**src/rtl/instr_fetch_unit.sv**
```systemverilog
// Instruction fetch stage: owns the PC, presents it to IM, and registers
// the returned word into the IF/ID register toward decode.
// Handles stall, redirect/flush, end-of-memory halt and sticky address fault.
// Optional macro FETCH_PERF_CNT_EN adds saturating fetch/stall counters.
module instr_fetch_unit #(
  parameter logic [31:0] RESET_PC  = 32'h0000_0000,
  parameter int          INSTR_MAX = 128
) (
  input  logic        clk,
  input  logic        rst_n,
  output logic [31:0] InstrAddr,
  input  logic [31:0] Instr,
  input  logic        redirect_valid,
  input  logic [31:0] redirect_pc,
  input  logic        id_ready,
  output logic        IFID_Valid,
  output logic [31:0] IFID_PC,
  output logic [31:0] IFID_Instr,
  output logic        halted,
`ifdef FETCH_PERF_CNT_EN
  output logic [31:0] fetch_count,
  output logic [31:0] stall_count,
`endif
  output logic        fault
);

  // Address of the final word; fetching it ends the run.
  localparam logic [31:0] LAST_PC = 32'(INSTR_MAX - 4);

  typedef enum logic [1:0] {IDLE, RUN, HALT} state_t;

  state_t      state, state_n;
  logic [31:0] pc, pc_n;
  logic        ifid_valid_n;
  logic [31:0] ifid_pc_n, ifid_instr_n;
  logic        fault_n;
  logic        advance, redir_take, redir_ok;

  assign InstrAddr = pc;
  assign halted    = (state == HALT);
  assign advance   = (state == RUN) && (!IFID_Valid || id_ready);
  // A latched fault locks out redirects until reset; IDLE ignores them too.
  assign redir_take = redirect_valid && (state != IDLE) && !fault;
  assign redir_ok   = (redirect_pc[1:0] == 2'b00) && (redirect_pc <= LAST_PC);

  // State, PC and IF/ID register update.
  always_ff @(posedge clk or negedge rst_n) begin
    if (!rst_n) begin
      state      <= IDLE;
      pc         <= RESET_PC;
      IFID_Valid <= 1'b0;
      IFID_PC    <= '0;
      IFID_Instr <= '0;
      fault      <= 1'b0;
    end else begin
      state      <= state_n;
      pc         <= pc_n;
      IFID_Valid <= ifid_valid_n;
      IFID_PC    <= ifid_pc_n;
      IFID_Instr <= ifid_instr_n;
      fault      <= fault_n;
    end
  end

  // Next-state: redirect beats advance beats hold.
  always_comb begin
    state_n      = state;
    pc_n         = pc;
    ifid_valid_n = IFID_Valid;
    ifid_pc_n    = IFID_PC;
    ifid_instr_n = IFID_Instr;
    fault_n      = fault;
    if (state == IDLE) begin
      // One bubble after reset, nothing fetched.
      state_n = RUN;
    end else if (redir_take) begin
      ifid_valid_n = 1'b0;
      if (redir_ok) begin
        pc_n    = redirect_pc;
        state_n = RUN;
      end else begin
        fault_n = 1'b1;
        state_n = HALT;
      end
    end else if (advance) begin
      ifid_pc_n    = pc;
      ifid_instr_n = Instr;
      ifid_valid_n = 1'b1;
      if (pc == LAST_PC) state_n = HALT;
      else               pc_n    = pc + 32'd4;
    end else if (state == HALT && id_ready) begin
      // Last instruction drains to decode, nothing new is fetched.
      ifid_valid_n = 1'b0;
    end
  end

`ifdef FETCH_PERF_CNT_EN
  // Saturating counters of fetches and decode-backpressure cycles.
  always_ff @(posedge clk or negedge rst_n) begin
    if (!rst_n) begin
      fetch_count <= '0;
      stall_count <= '0;
    end else begin
      if (advance && fetch_count != 32'hFFFF_FFFF)
        fetch_count <= fetch_count + 32'd1;
      if (state == RUN && IFID_Valid && !id_ready && stall_count != 32'hFFFF_FFFF)
        stall_count <= stall_count + 32'd1;
    end
  end
`endif

endmodule

```
**config.mk**
```make
export PLATFORM = sky130hd
export DESIGN_NAME = instr_fetch_unit
export DESIGN_NICKNAME = d
export VERILOG_FILES = /design/src/rtl/instr_fetch_unit.sv
export SDC_FILE = /design/constraint.sdc
export NUM_CORES = 1
export LEC_CHECK = 0
export BUFFER_PORTS_ARGS = -buffer_cell sky130_fd_sc_hd__buf_4
export CORE_ASPECT_RATIO = 0.6
export CORE_UTILIZATION = 50
export CTS_CLUSTER_DIAMETER = 40
export CTS_CLUSTER_SIZE = 14
export DETAILED_ROUTE_END_ITERATION = 8
export PLACE_DENSITY_LB_ADDON = 0.2
export SYNTH_ARGS = -nofsm -noshare
export SYNTH_HDL_FRONTEND = slang
export SYNTH_SLANG_ARGS = --single-unit
```
**constraint.sdc**
```tcl
create_clock -name clk -period 2.8 [get_ports clk]
set_input_delay 0.56 -clock clk [delete_from_list [all_inputs] [get_ports clk]]
set_output_delay 0.56 -clock clk [all_outputs]
set_load 0.1 [all_outputs]
```
==> out/qor.yml, run 1 <==
status: "finished clean"
viasPerCell: 5.92
grt_pass1_wl_um: 22700
routabilityCongestion: 0.910
routed_wl_um: 14200
period_share_pct: 93.8
area_delta_synth_final_pct: 39.1
crit_family: "simple AND/OR/NAND/NOR gates"
crit_type: "register to register"
setup_viol: 0
grt_overflow: 0
io_buffers: 166
clock_sinks: 100
synth_edf_count: 0
die_area_mm2: 0.00990
fmax_mhz: 381
cts_root_buffer: "clkbuf_16"
htree_num_levels: 3
diodes: 0
yosys_register_bits: 100
cp-start-kind: "register"
yosysWarnings: 0
cts_tree: "built"
ys_seq_area_share_pct: 52.7
synth_nets: 491
dr_total_vias: 4420
crit_start: "InstrAddr[28]"
routedWlPerCell_um: 19.0
final_cell_area_mm2: 0.00661
drc: 0
r2r_start: "InstrAddr[28]"
relSlewSlack_pct: 41.2
dp_hpwl_um: 10400
worstMarginPinSlew_ps: 875
synth_ff_type: "dfrtp_1"
cts.repair.resized: 0
maxSlewViolCount: 0
min_path_type: "primary input to asynchronous set/reset pin"
core-area_mm2: 0.00919
drv_cap: 0
avgSynthCellArea_um2: 11.3
crit_arrival_ps: 2850
end_kind: "register"
cp.buffers_inverters: 1
numCtsBuffers: 9
ys_types: 51
dpl-instance-area_mm2: 0.00633
cts_hold_buffers: 0
path_max_fanout: 11
hold_violations: 0
fin_hold_ws_ps: 201
grt_pass1_vias: 4348
antenna_found_initial: 0
grt.total_usage_pct: 29.6
fin_util_pct: 71.9
cts_setup_buffers: 0
critPathRequiredTime_ps: 3020
critPathSlowestCell: "or4_1"
drive_gt1_share_pct: 47.5
drt_iter0_markers: 438
clkLatencyLatePin_ps: 340
grt_max_degree: 43
crit_path_max_incr_delay_ps: 790
fin_setup_tns_ps: 0
fin_worst_skew_ps: 7.55
netlist_instances: 422
async_flop_share_pct: 100
rows: 27
die_y_um: 77.5
initial_core_util_pct: 51.7
clkSlewWorstSetupHoldPaths_ps: 60
worstPathCellList: "nor4_1 -> nand4_1 -> or4_1 -> buf_4 -> a31oi_1 -> a21oi_1"
io_pins: 167
syn_area_mm2: 0.00475
cts_max_path_buffers: 2
die_width_um: 128
antenna_left: 0
first_pass_iters: 5
nets: 681
fin_crit_ps: 2630
rsz0062_at_grt: "false"
final timing paths:
kind                                       end  slack, ps  cells past startpoint
max in group asynchronous           IFID_PC[9]       1940                      2
worst max register to register   InstrAddr[16]        170                      6
min in group clk                 IFID_Instr[5]        450                      2
worst min register to register     IFID_PC[11]        500                      2
worst max-delay path             InstrAddr[16]        170                      6
worst min-delay path            IFID_Instr[19]        200                      1
synth_stat cells (2+ instances only):
cell type  instances  area, um2
nor2b_1            2       12.5
o31ai_1            6       45.0
a311oi_1           3       26.3
o21ai_1            2       10.0
nand2b_1           2       12.5
and4_1             3       26.3
clkbuf_1          15       56.3
a211oi_1           6       45.0
o21ai_0           24        120
nor4_1            13       81.3
dfrtp_1          100       2500
a31oi_1           19        119
buf_2             11       55.1
and2_1             3       18.8
o22ai_1            6       37.5
nand3_1           12       60.1
nand3b_1           2       15.0
a2bb2oi_1          5       43.8
nor3_1            11       55.1
o22a_1             4       35.0
nand4_1           13       81.3
o41ai_1            5       43.8
and3_1             4       25.0
inv_1              3       11.3
or3_1              2       12.5
a21oi_1           20        100
a41o_1             2       20.0
nand2_1           28        105
nor2_1            12       45.0
mux2i_1            2       20.0
mux2_2            62        698
metrics by stage:
stage               cells  setup WS [ps]
CTS                   747            220
floorplan             422            119
global placement      731            379
finish                747            174
detailed placement    731            311
global route          747           17.5
state kept, by name (all words and copies together), names as in the netlist:
register / flops
IFID_Instr: 32
IFID_PC: 32
IFID_Valid: 1
InstrAddr: 32
fault: 1
state: 2
area by class of cell:
class	instances	area, um2
fill	723	2580
sequential	100	2500
multi-input combinational	291	2100
timing repair buffer	207	1550
clock buffer	13	250
tap	130	163
clock inverter	3	21.3
inverter	3	11.3
logic make-up (layout without fill, tap and decap cells):
logic type | Yosys count | count (layout) | synth area share, %
AOI/OAI and AO/OA | 110 | 110 | 15.3
adders and majority gates | 1 | 1 | 0.263
buffers and inverters | 31 | 226 | 3.14
DFF | 100 | 100 | 52.7
muxes | 64 | 64 | 15.1
and+or+nand+nor | 116 | 116 | 13.5
cells in the final DEF (no fill, tap or decap), types with 2 or more instances in the layout:
cell type	Yosys	routed
and2_1	3	3
dfrtp_1	100	98
nor2b_1	2	2
nand3_1	12	12
o22a_1	4	4
a211oi_1	6	6
nor4_1	13	13
clkbuf_1	15	3
nand4_1	13	13
o21ai_0	24	24
mux2_2	62	62
o31ai_1	6	6
nand2b_1	2	2
inv_1	3	3
dfrtp_2	0	2
or3_1	2	2
a311oi_1	3	3
clkbuf_16	0	9
nand3b_1	2	2
buf_4	0	207
a31oi_1	19	19
and4_1	3	3
o22ai_1	6	6
nand2_1	28	28
a21oi_1	20	20
a2bb2oi_1	5	5
nor3_1	11	11
a41o_1	2	2
o41ai_1	5	5
and3_1	4	4
nor2_1	12	12
mux2i_1	2	2
metal layers:
layer | routed length [um] | share of wire, % | vias to the layer above | GRT usage (%)
li1 | - | - | 2000 | -
met1 | 6070 | 43 | 2133 | 41.2
met2 | 6420 | 45 | 258 | 45.4
met3 | 1470 | 10 | 29 | 7.72
met4 | 236 | 1.7 | 0 | 9.18
met5 | 0 | 0 | - | 0
Power of run 1 is left out: the tool's default activity adds up to more than one toggle a clock period on the data nets, which glitch-free logic cannot reach.
==> run 2, diff against run 1 <==
--- a/config.mk
+++ b/config.mk
@@ -6,8 +6,9 @@
 export NUM_CORES = 1
 export LEC_CHECK = 0
 export BUFFER_PORTS_ARGS = -buffer_cell sky130_fd_sc_hd__buf_4
+export CAP_MARGIN = 15
 export CORE_ASPECT_RATIO = 0.6
-export CORE_UTILIZATION = 50
+export CORE_UTILIZATION = 45
 export CTS_CLUSTER_DIAMETER = 40
 export CTS_CLUSTER_SIZE = 14
 export DETAILED_ROUTE_END_ITERATION = 8
==> constraint.sdc (replaced) <==
create_clock -name clk -period 2.35 [get_ports clk]
set_input_delay 0.47 -clock clk [delete_from_list [all_inputs] [get_ports clk]]
set_output_delay 0.47 -clock clk [all_outputs]
set_load 0.1 [all_outputs]
==> out/qor.yml, run 2 (synthesis gave the netlist of run 1 again) <==
htree_num_levels: 3  # unchanged
status: "finished clean"  # unchanged
grt_overflow: 0  # unchanged
min_path_type: "primary input to asynchronous set/reset pin"  # unchanged
dp_hpwl_um: 10500  # was 10400 um
grt_pass1_vias: 4294  # was 4348
dp_cells: 743  # was 731
cp-start-kind: "register"  # unchanged
mostFrequentLayoutCells: "buf_4, dfrtp_1, mux2_2"  # unchanged
io_pins: 167  # unchanged
core-area_mm2: 0.0101  # was 0.00919 mm2
routabilityCongestion: 0.892  # was 0.910
r2r-end: "state[1]"  # was InstrAddr[16]
layout.cells.non_filler: 758  # was 747
cts_max_path_buffers: 2  # unchanged
numCtsBuffers: 9  # unchanged
crit_type: "register to register"  # unchanged
cts_root_buffer: "clkbuf_16"  # unchanged
die_width_um: 135  # was 128 um
io_buffers: 166  # unchanged
diodes: 0  # unchanged
cts_setup_buffers: 0  # unchanged
die_y_um: 81.6  # was 77.5 um
fin_setup_tns_ps: 0  # unchanged
routed_wl_um: 14100  # was 14200 um
nets: 688  # was 681
crit_start: "InstrAddr[19]"  # was InstrAddr[28]
clock_sinks: 100  # unchanged
rsz0062_at_grt: "false"  # unchanged
drive_gt1_share_pct: 53.6  # was 47.5%
setup_viol: 0  # unchanged
drv_cap: 0  # unchanged
rrSetupSlack_ps: 50  # was 170 ps
cts_tree: "built"  # unchanged
fin_crit_ps: 2300  # was 2630 ps
first_pass_iters: 6  # was 5
r2r_start: "InstrAddr[19]"  # was InstrAddr[28]
initial_core_util_pct: 47.2  # was 51.7%
crit_arrival_ps: 2580  # was 2850 ps
area_delta_synth_final_pct: 42.6  # was 39.1%
fmax_mhz: 435  # was 381 MHz
clkLatencyLatePin_ps: 340  # about the same
worstMarginPinSlew_ps: 514  # was 875 ps
clkSlewWorstSetupHoldPaths_ps: 70  # was 60 ps
fin_worst_skew_ps: 5.32  # was 7.55 ps
viasPerCell: 5.90  # was 5.92
relSlewSlack_pct: 65.5  # was 41.2%
final_common_cell: "buf_4"  # unchanged
end_kind: "register"  # unchanged
grt.total_usage_pct: 26.1  # was 29.6%
antenna_left: 0  # unchanged
rows: 28  # was 27
drc: 0  # unchanged
period_share_pct: 97.7  # was 93.8%
dr_total_vias: 4474  # was 4420
setup.worst_path.end: "state[1]"  # was InstrAddr[16]
fillers: 776  # was 723
path_max_fanout: 7  # was 11
die_area_mm2: 0.0110  # was 0.00990 mm2
hold_violations: 0  # unchanged
critPathRequiredTime_ps: 2630  # was 3020 ps
drt_iter0_markers: 427  # was 438
maxSlewViolCount: 0  # unchanged
antenna_found_initial: 0  # unchanged
grt_max_degree: 40  # was 43
grt_pass1_wl_um: 21900  # was 22700 um
routedWlPerCell_um: 18.6  # was 19.0 um
r2r_cells: 6  # unchanged
[run 2: changes by cell type in the layout (fill, tap and decap cells not counted), moves of 3 or more]
cell | previous run | this run
nor4_2 | 1 | 4
dfrtp_2 | 2 | 28
buf_4 | 207 | 212
dfrtp_4 | 0 | 3
dfrtp_1 | 98 | 69
nor4_1 | 13 | 10
[run 2: critical path: stages (launching register included)]
cell     delay (ps)
dfrtp_2         460
nor4_2          360
nand4_1         200
or4_1           660
buf_4           220
o21ai_0         180
o21a_1          150
[run 2: through the flow]
step	util [%]	area [um2]	hold WS [ps]	worst slack [ps]
2_1_floorplan	-	4810	174	32.9
3_3_place_gp	64.4	6470	463	28.1
3_5_place_dp	64.4	6470	469	23.0
4_1_cts	67.2	6750	103	60.8
5_1_grt	67.3	6770	117	6.70
6_report	67.3	6770	100	53.0
[run 2: how the worst min path moves through the flow]
| stage | startpoint | end | cells past startpoint |
|---|---|---|---|
| floorplan | rst_n | IFID_Instr[0] | 0 |
| global placement | rst_n | IFID_Instr[19] | 1 |
| detailed placement | rst_n | IFID_Instr[19] | 1 |
| CTS | rst_n | IFID_Instr[19] | 1 |
| global route | rst_n | IFID_Instr[19] | 1 |
| finish | rst_n | IFID_Instr[19] | 1 |
[run 2: per-layer routing]
metal  GRT usage (%)  wire length [um]  vias up
met1            35.2              6070     2161
li1                -                 -     2014
met4            6.63               148        0
met3            6.48              1320       16
met2            42.6              6570      283
met5               0                 0        -
[run 2: final cells by class]
type | instances | area (um2) | share of cell area (%)
Clock buffer | 12 | 256 | 3.79
Timing Repair Buffer | 214 | 1630 | 24.1
Sequential cell | 100 | 2550 | 37.6
Tap cell | 135 | 169 | 2.49
Multi-Input combinational cell | 291 | 2130 | 31.5
Inverter | 3 | 11.3 | 0.166
Clock inverter | 3 | 22.5 | 0.333
[run 2: repair_timing]
action / in CTS / in global routing
resized for setup: 0 / 3
hold endpoints to repair: 0 / 0
endpoints found under the setup margin: 0 / 14
hold buffers: 0 / 0
Power of run 2 is left out for the same reason.
==> run 3, diff against run 2 <==
--- a/config.mk
+++ b/config.mk
@@ -7,7 +7,8 @@
 export LEC_CHECK = 0
 export BUFFER_PORTS_ARGS = -buffer_cell sky130_fd_sc_hd__buf_4
 export CAP_MARGIN = 15
-export CORE_ASPECT_RATIO = 0.6
+export CORE_ASPECT_RATIO = 0.7
+export CORE_MARGIN = 4
 export CORE_UTILIZATION = 45
 export CTS_CLUSTER_DIAMETER = 40
 export CTS_CLUSTER_SIZE = 14
==> out/qor.yml, run 3 (synthesis gave the netlist of run 1 again) <==
status: "finished clean"  # unchanged
grt_max_degree: 45  # was 40
routedWlPerCell_um: 19.1  # was 18.6 um
r2r-end: "state[1]"  # unchanged
crit_path_max_incr_delay_ps: 510  # was 660 ps
layout.cells.non_filler: 753  # was 758
nets: 685  # was 688
top_layer: "met4"  # unchanged
diodes: 0  # unchanged
fin_crit_ps: 2260  # was 2300 ps
crit_family: "simple AND/OR/NAND/NOR gates"  # unchanged
grt.total_usage_pct: 24.2  # was 26.1%
fin_worst_skew_ps: 7.89  # was 5.32 ps
numCtsBuffers: 9  # unchanged
worstMarginPinSlew_ps: 552  # was 514 ps
cts_root_buffer: "clkbuf_16"  # unchanged
crit_type: "register to register"  # unchanged
cts_tree: "built"  # unchanged
critPathRequiredTime_ps: 2630  # about the same
r2r_cells: 6  # unchanged
cp.buffers_inverters: 1  # unchanged
wl_met3_um: 1080  # was 1320 um
period_share_pct: 96.4  # was 97.7%
path_max_fanout: 10  # was 7
fin_setup_tns_ps: 0  # unchanged
htree_num_levels: 3  # unchanged
rrSetupSlack_ps: 90  # was 50 ps
first_pass_iters: 6  # unchanged
initial_core_util_pct: 46.0  # was 47.2%
drv_cap: 0  # unchanged
io_pins: 167  # unchanged
route.met2.wl_um: 6980  # was 6570 um
dp_cells: 736  # was 743
routabilityCongestion: 0.952  # was 0.892
drc: 0  # unchanged
routed_wl_um: 14400  # was 14100 um
min_path_type: "primary input to asynchronous set/reset pin"  # unchanged
grt_pass1_wl_um: 23200  # was 21900 um
die_y_um: 93.9  # was 81.6 um
area_delta_synth_final_pct: 42.3  # was 42.6%
hold_violations: 0  # unchanged
relSlewSlack_pct: 62.9  # was 65.5%
grt_overflow: 0  # unchanged
crit_arrival_ps: 2550  # was 2580 ps
die_width_um: 131  # was 135 um
drive_gt1_share_pct: 53.0  # was 53.6%
antenna_left: 0  # unchanged
cts_max_path_buffers: 2  # unchanged
grt_pass1_vias: 4480  # was 4294
mostFrequentLayoutCells: "buf_4, dfrtp_1, mux2_2"  # unchanged
worstPathCellList: "nor4_1 -> nand2_1 -> or4_1 -> buf_4 -> o21ai_0 -> o21a_1"  # was nor4_2 -> nand4_1 -> or4_1 -> buf_4 -> o21ai_0 -> o21a_1
clkLatencyLatePin_ps: 350  # was 340 ps
clkSlewWorstSetupHoldPaths_ps: 70  # about the same
setup_viol: 0  # unchanged
io_buffers: 166  # unchanged
rows: 31  # was 28
fmax_mhz: 442  # was 435 MHz
final_common_cell: "buf_4"  # unchanged
die_area_mm2: 0.0123  # was 0.0110 mm2
maxSlewViolCount: 0  # unchanged
r2r_start: "InstrAddr[7]"  # was InstrAddr[19]
core-area_mm2: 0.0103  # was 0.0101 mm2
dr_total_vias: 4438  # was 4474
viasPerCell: 5.89  # was 5.90
crit_start: "InstrAddr[7]"  # was InstrAddr[19]
cp-start-kind: "register"  # unchanged
rsz0062_at_grt: "false"  # unchanged
dp_hpwl_um: 10600  # was 10500 um
critPathSlowestCell: "or4_1"  # unchanged
drt_iter0_markers: 373  # was 427
antenna_found_initial: 0  # unchanged
clock_sinks: 100  # unchanged
end_kind: "register"  # unchanged
met1_length_um: 6090  # was 6070 um
run 3: changes by cell type in the layout (fill, tap and decap cells not counted), sizes merged:
cell      change
buf           -3
bufinv        +1
clkinv        -3
clkinvlp      +1
inv           +2
run 3: worst max-delay path by stage:
stage                     to  cells past startpoint
3_3_place_gp    InstrAddr[6]                      7
6_report            state[1]                      6
2_1_floorplan  InstrAddr[12]                      8
5_1_grt             state[1]                      7
4_1_cts             state[1]                      7
3_5_place_dp   InstrAddr[31]                      7
run 3: what timing repair did:
item | CTS | global route
setup endpoints to repair | 0 | 1
setup buffers | 0 | 1
hold buffers | 0 | 0
resized for setup | 0 | 0
run 3: area by class of cell:
cell class | count | area [um2]
clock buffers | 12 | 256
clock inverters | 4 | 55.1
fillers | 836 | 3560
inverters | 3 | 11.3
multi-input cells | 291 | 2110
flip-flops and latches | 100 | 2550
well taps | 132 | 165
repair buffers | 211 | 1610
run 3: layer usage:
layer,global-route usage (%),up-vias
li1,-,2009
met1,32.3,2179
met2,39.4,227
met3,5.51,23
met4,7.36,0
met5,0,-
run 3: per-stage QoR:
step | setup slack, ps | utilization, % | instance area (um2) | hold WS [ps]
4_1_cts | 120 | 65.4 | 6750 | 120
3_3_place_gp | 196 | 62.4 | 6440 | 469
2_1_floorplan | 32.9 | - | 4810 | 174
6_report | 85.2 | 65.5 | 6760 | 103
5_1_grt | 9.86 | 65.5 | 6760 | 130
3_5_place_dp | 119 | 62.4 | 6440 | 489
Power of run 3 is left out for the same reason.
